$ cat src/rtl/snake_matrix_renderer.sv
`default_nettype none
// ============================================================================
// Module      : snake_matrix_renderer
// Description : Collects one frame of snake segment positions into a 64-pixel
//               back buffer. On frame_done it commits that buffer and the apple
//               position to front buffers in a single step. The front buffers
//               are scanned onto an 8x8 bicolour LED matrix, one row per slot.
// Ports       :
//   clock        in   system clock
//   restart      in   asynchronous active-high reset
//   frame_start  in   pulse: clear back buffer, open a frame
//   seg_valid    in   seg_pos carries a snake segment this cycle
//   seg_pos      in   {row[5:3], col[2:0]} segment position
//   apple_pos    in   apple position, sampled on commit
//   apple_show   in   apple drawn if high at commit
//   frame_done   in   pulse: commit back buffer and apple to front buffers
//   row_sel      out  one-hot row drive
//   col_snake    out  green columns of the selected row
//   col_apple    out  red columns of the selected row
//   busy         out  frame open
//   dup_segment  out  sticky: a segment landed on an already-set pixel
//   frames       out  committed-frame counter (wraps)
// Revision    : 1.0 - initial release
// ============================================================================
module snake_matrix_renderer #(
    parameter int SCAN_DIV = 5000
) (
    input  logic       clock,
    input  logic       restart,
    input  logic       frame_start,
    input  logic       seg_valid,
    input  logic [5:0] seg_pos,
    input  logic [5:0] apple_pos,
    input  logic       apple_show,
    input  logic       frame_done,
    output logic [7:0] row_sel,
    output logic [7:0] col_snake,
    output logic [7:0] col_apple,
    output logic       busy,
    output logic       dup_segment,
    output logic [5:0] frames
);

    localparam logic [19:0] C_PRESC_MAX = 20'(SCAN_DIV - 1);

    typedef enum logic [0:0] {
        ST_IDLE  = 1'b0,
        ST_ACCUM = 1'b1
    } state_t;

    state_t      state_q,       state_d;
    logic [63:0] back_q,        back_d;
    logic [63:0] front_snake_q, front_snake_d;
    logic [63:0] front_apple_q, front_apple_d;
    logic        dup_q,         dup_d;
    logic [5:0]  frames_q,      frames_d;
    logic [19:0] presc_q,       presc_d;
    logic [2:0]  row_q,         row_d;

    // Frame accumulation and commit
    always_comb begin
        state_d       = state_q;
        back_d        = back_q;
        front_snake_d = front_snake_q;
        front_apple_d = front_apple_q;
        dup_d         = dup_q;
        frames_d      = frames_q;

        if (frame_start) begin
            // frame_start beats a same-cycle frame_done; a same-cycle segment
            // lands in the freshly cleared buffer and cannot be a duplicate.
            back_d  = 64'd0;
            dup_d   = 1'b0;
            state_d = ST_ACCUM;
            if (seg_valid) begin
                back_d[seg_pos] = 1'b1;
            end
        end else if (state_q == ST_ACCUM) begin
            if (seg_valid) begin
                if (back_q[seg_pos]) begin
                    dup_d = 1'b1;
                end
                back_d[seg_pos] = 1'b1;
            end
            if (frame_done) begin
                // back_d already holds any segment arriving with frame_done
                front_snake_d = back_d;
                front_apple_d = apple_show ? (64'd1 << apple_pos) : 64'd0;
                frames_d      = frames_q + 6'd1;
                state_d       = ST_IDLE;
            end
        end
    end

    // Row scan: prescaler free-runs independently of frame activity
    always_comb begin
        presc_d = presc_q + 20'd1;
        row_d   = row_q;
        if (presc_q == C_PRESC_MAX) begin
            presc_d = 20'd0;
            row_d   = row_q + 3'd1;
        end
    end

    always_ff @(posedge clock or posedge restart) begin
        if (restart) begin
            state_q       <= ST_IDLE;
            back_q        <= 64'd0;
            front_snake_q <= 64'd0;
            front_apple_q <= 64'd0;
            dup_q         <= 1'b0;
            frames_q      <= 6'd0;
            presc_q       <= 20'd0;
            row_q         <= 3'd0;
        end else begin
            state_q       <= state_d;
            back_q        <= back_d;
            front_snake_q <= front_snake_d;
            front_apple_q <= front_apple_d;
            dup_q         <= dup_d;
            frames_q      <= frames_d;
            presc_q       <= presc_d;
            row_q         <= row_d;
        end
    end

    // Outputs depend on registers only
    assign row_sel     = 8'd1 << row_q;
    assign col_snake   = front_snake_q[{row_q, 3'b000} +: 8];
    assign col_apple   = front_apple_q[{row_q, 3'b000} +: 8];
    assign busy        = (state_q == ST_ACCUM);
    assign dup_segment = dup_q;
    assign frames      = frames_q;

endmodule
`default_nettype wire

$ cat config.mk
export PLATFORM = sky130hd
export DESIGN_NAME = snake_matrix_renderer
export DESIGN_NICKNAME = d
export VERILOG_FILES = /design/src/rtl/snake_matrix_renderer.sv
export SDC_FILE = /design/constraint.sdc
export NUM_CORES = 1
export LEC_CHECK = 0
export ABC_AREA = 1
export BUFFER_PORTS_ARGS = -buffer_cell sky130_fd_sc_hd__buf_2
export CAP_MARGIN = 0
export CORE_ASPECT_RATIO = 1.25
export CORE_MARGIN = 2
export CORE_UTILIZATION = 55
export CTS_CLUSTER_SIZE = 12
export DETAILED_ROUTE_END_ITERATION = 7
export PLACE_DENSITY_LB_ADDON = 0.2
export SLEW_MARGIN = 20
export SYNTH_ARGS = -nofsm -noshare
export SYNTH_HDL_FRONTEND = slang
export SYNTH_SLANG_ARGS = --single-unit
$ cat constraint.sdc
create_clock -name clock -period 8.6 [get_ports clock]
set_input_delay 0 -clock clock [delete_from_list [all_inputs] [get_ports clock]]
set_output_delay 0 -clock clock [all_outputs]
set_load 0.05 [all_outputs]
==> summary.md <==
| Metric | Value |
|---|---|
| Top Ports | 50 |
| Outcome | finished clean |
| Die width | around 130 um |
| CTS hold repair buffers | 15 |
| Met2 Wirelength | 14.2 mm |
| Initial antenna violation count | 0 |
| Crit path buf inv count | 2 |
| Finished Cell Area | roughly 12000 um2 |
| Crit path cell chain | nand3_2 -> inv_4 -> buf_4 -> nor2_1 -> a31oi_1 |
| Post-DP HPWL | 17.3 mm |
| RSZ-0062 raised after global routing | no |
| Delay-heaviest family, CP | buffers and inverters |
| Worst slew pin tran | 0.980 ns |
| Worst skew pair latency | 0.50 ns |
| Pin count of the biggest net entering global routing | 84 |
| Syn nets | ~1300 |
| Slowest stage delay, CP | 0.92 ns |
| Total GRT Usage | 0.279 |
| Seq. cell area | 5580 um2 |
| Core area | 19500 um2 |
| Peak supply drop | 0.000158 V |
| Share of layout cells above drive strength 1 | 0.103 |
| Fin. max-slew vios | 0 |
| Final #Nets | 1353 |
| Max clock buf depth | 3 |
| Met3 WL | 1.50 mm |
| Port Buf Inserts | 49 |
| YS warnings | 0 |
| Die ar. | 21000 um2 |
| Clock network fraction of total power | 0.374 |
| Post-synthesis sequential area ratio | 0.511 |
| Placed cells | 1551 |
| Leakage | between 5 and 6 nW |
| Worst Setup SP | busy |
| CTS sink count | ~220 |
| Drt pass-1 iters | 5 |
| Most frequent cells in the layout | dfrtp_1, nand2_1, nor2_1, inv_1, o21ai_0 |
| Antenna cells | 0 |
| TritonCTS buffer count | 23 |
| Total routed wirelength | 28.7 mm |
| Most common cell after layout, fill and taps aside | dfrtp_1 |
| Seq pwr share | 0.483 |
| Setup violators final | 0 |
| Max Used Layer | met4 |
| Initial core utilization | 0.561 |
| Post-route ant nets | 0 |
| Post CTS Setup Buffer Count | 0 |
| Root Driver | clkbuf_16 |
| Synth unique cells | 35 |
| Max Clk Rate | just over 300 MHz |
| Max-capacitance violation count | 0 |
| Switching Power | 682 uW |
| CP Launch Type | flip-flop |
| Placed instance area | around 11000 um2 |
| Worst Setup End Kind | flip-flop |
| Finished Layout Cells | 1601 |
| WL met1 | 12.0 mm |
| Worst reg2reg startpoint | busy |
| Overflow after GRT | 0 |
| Area growth, synth to finish | 10.6% |
| First-pass GRT wire length | roughly 47 mm |
| Vias per cell | around 6 |
| CP max-delay cell | inv_4 |
| Hold crit path type | in2reg |
| Clock Skew | 0.00787 ns |
| Yosys reg bits | 223 |
| CP Max Fanout | 83 |
| Vias in the first global route | 9316 |
| Critical path class | reg2reg |
| Relative slew slack | 0.345 |
| Combinational share of power | 0.142 |
| Cts repair resizes | 0 |
| Setup TNS | 0 ns |
| Hold Violations, Final | 0 |
| Internal power | between 1.5 and 2 mW |
| Crit share post-route | 0.384 |
| Synthesized area per cell | between 8 and 9 um2 |
| Worst EP required | roughly 9.0 ns |
| Sw frac | 0.281 |
| Fill cell count | approximately 1800 |
| DRC | 0 |
| Num rows | 57 |
| Cell area power density | 201 nW/um2 |
| Wirelength per Cell | about 18 um |
| Starting DRC count in detailed routing | between 700 and 800 |
| Netlist Area Pre-Place | 10900 um2 |
| Tmin final | 3.30 ns |
| Final Wtd Congestion | 0.841 |
| Worst Hold Launch | apple_pos[5] |
| Die height | 161 um |
| Area of the multi-input gates | ~4400 um2 |
| Critical Path AT | 3.72 ns |
| Gate count after technology mapping | 1304 |
| H-tree depth | 1 |
| CTS tree | yes |
| DR vias | around 9400 |
| Clk slew on worst S/H paths | roughly 0.060 ns |
per-stage QoR:
stage	hold WS [ns]	power, mW	utilization	worst slack (ns)
after global placement	0.104	1.52	0.578	5.32
after global routing	0.124	2.53	0.620	5.02
after floorplan	0.0907	1.44	-	2.49
final	0.0867	2.43	0.620	5.30
after CTS	0.0825	2.44	0.619	5.35
after detailed placement	0.109	1.53	0.578	5.25
flip-flops by register name, summed over array words and instances, names as in the netlist:
name / flops
back_q: 64
front_apple_q: 64
front_snake_q: 64
presc_q: 20
frames: 6
row_q: 3
busy: 1
dup_segment: 1
cell type report:
cell class                 instances  share of cell area
clock inverter                     1            0.000415
timing repair buffer              80              0.0437
clock buffer                      33              0.0541
sequential                       223               0.462
tap                              265              0.0275
multi-input combinational        852               0.365
inverter                         147              0.0465
worst reg2reg max path: cells and delay by family, from the launching register on:
kind	cells	cell delay, ns
AOI/OAI and AO/OA	1	0.16
buffers and inverters	2	1.76
DFF	1	0.47
and+or+nand+nor	2	0.83
routing by layer:
metal	vias up	GRT usage
met5	-	0
met4	0	0.104
met3	68	0.0301
met2	302	0.471
met1	4598	0.372
li1	4466	-
cells in the mapped netlist:
cell type | number | area [um2]
nand2_1 | 219 | 822
nor3_2 | 9 | 90.1
nor3_4 | 1 | 16.3
xnor2_1 | 4 | 35.0
nor3b_1 | 2 | 15.0
o21ai_1 | 2 | 10.0
nand3b_1 | 1 | 7.51
o21ai_2 | 1 | 8.76
nor3_1 | 13 | 65.1
buf_2 | 19 | 95.1
nand3_1 | 47 | 235
a21oi_2 | 1 | 8.76
a21oi_1 | 34 | 170
nand4_1 | 31 | 194
dfrtp_1 | 223 | 5580
buf_1 | 6 | 22.5
a31oi_1 | 80 | 500
nor2_4 | 3 | 33.8
buf_6 | 4 | 45.0
o22ai_1 | 102 | 638
buf_4 | 4 | 30.0
o211ai_1 | 2 | 15.0
a211oi_2 | 1 | 12.5
nor4_1 | 1 | 6.26
ha_1 | 8 | 100
o21ai_0 | 111 | 556
nor4_4 | 6 | 128
inv_1 | 137 | 514
nand2_2 | 1 | 6.26
xor2_1 | 10 | 87.6
inv_2 | 10 | 37.5
nor2_2 | 4 | 25.0
nor2_1 | 154 | 578
nand3_2 | 4 | 40.0
clkbuf_1 | 49 | 184
worst paths after layout:
kind | endpoint | slack, ns | cells past startpoint
worst max-delay path | front_snake_q[29] | 5.30 | 5
worst min-delay path | front_apple_q[46] | 0.09 | 4
worst max register to register | front_snake_q[29] | 5.30 | 5
worst min register to register | frames[5] | 0.46 | 1
max in group asynchronous | back_q[25] | 6.42 | 6
min in group asynchronous | front_apple_q[44] | 0.10 | 3
logic make-up after synthesis:
group,share of synthesized area
AND/OR/NAND/NOR,0.207
AO/OA/AOI/OAI,0.176
buffers and inverters,0.0851
flip-flops,0.511
XOR/XNOR,0.0112
adder cells (fa/ha/maj),0.00917
power groups by stage:
| stage | clock network, mW | registers [mW] | logic [mW] |
|---|---|---|---|
| detailed placement | 0 | 1.19 | 0.339 |
| global placement | 0 | 1.19 | 0.333 |
| CTS | 0.922 | 1.17 | 0.345 |
| floorplan | 0 | 1.23 | 0.216 |
| global route | 0.965 | 1.18 | 0.379 |
| finish | 0.908 | 1.17 | 0.346 |
Note: power is estimated with default switching activity, not from simulation.
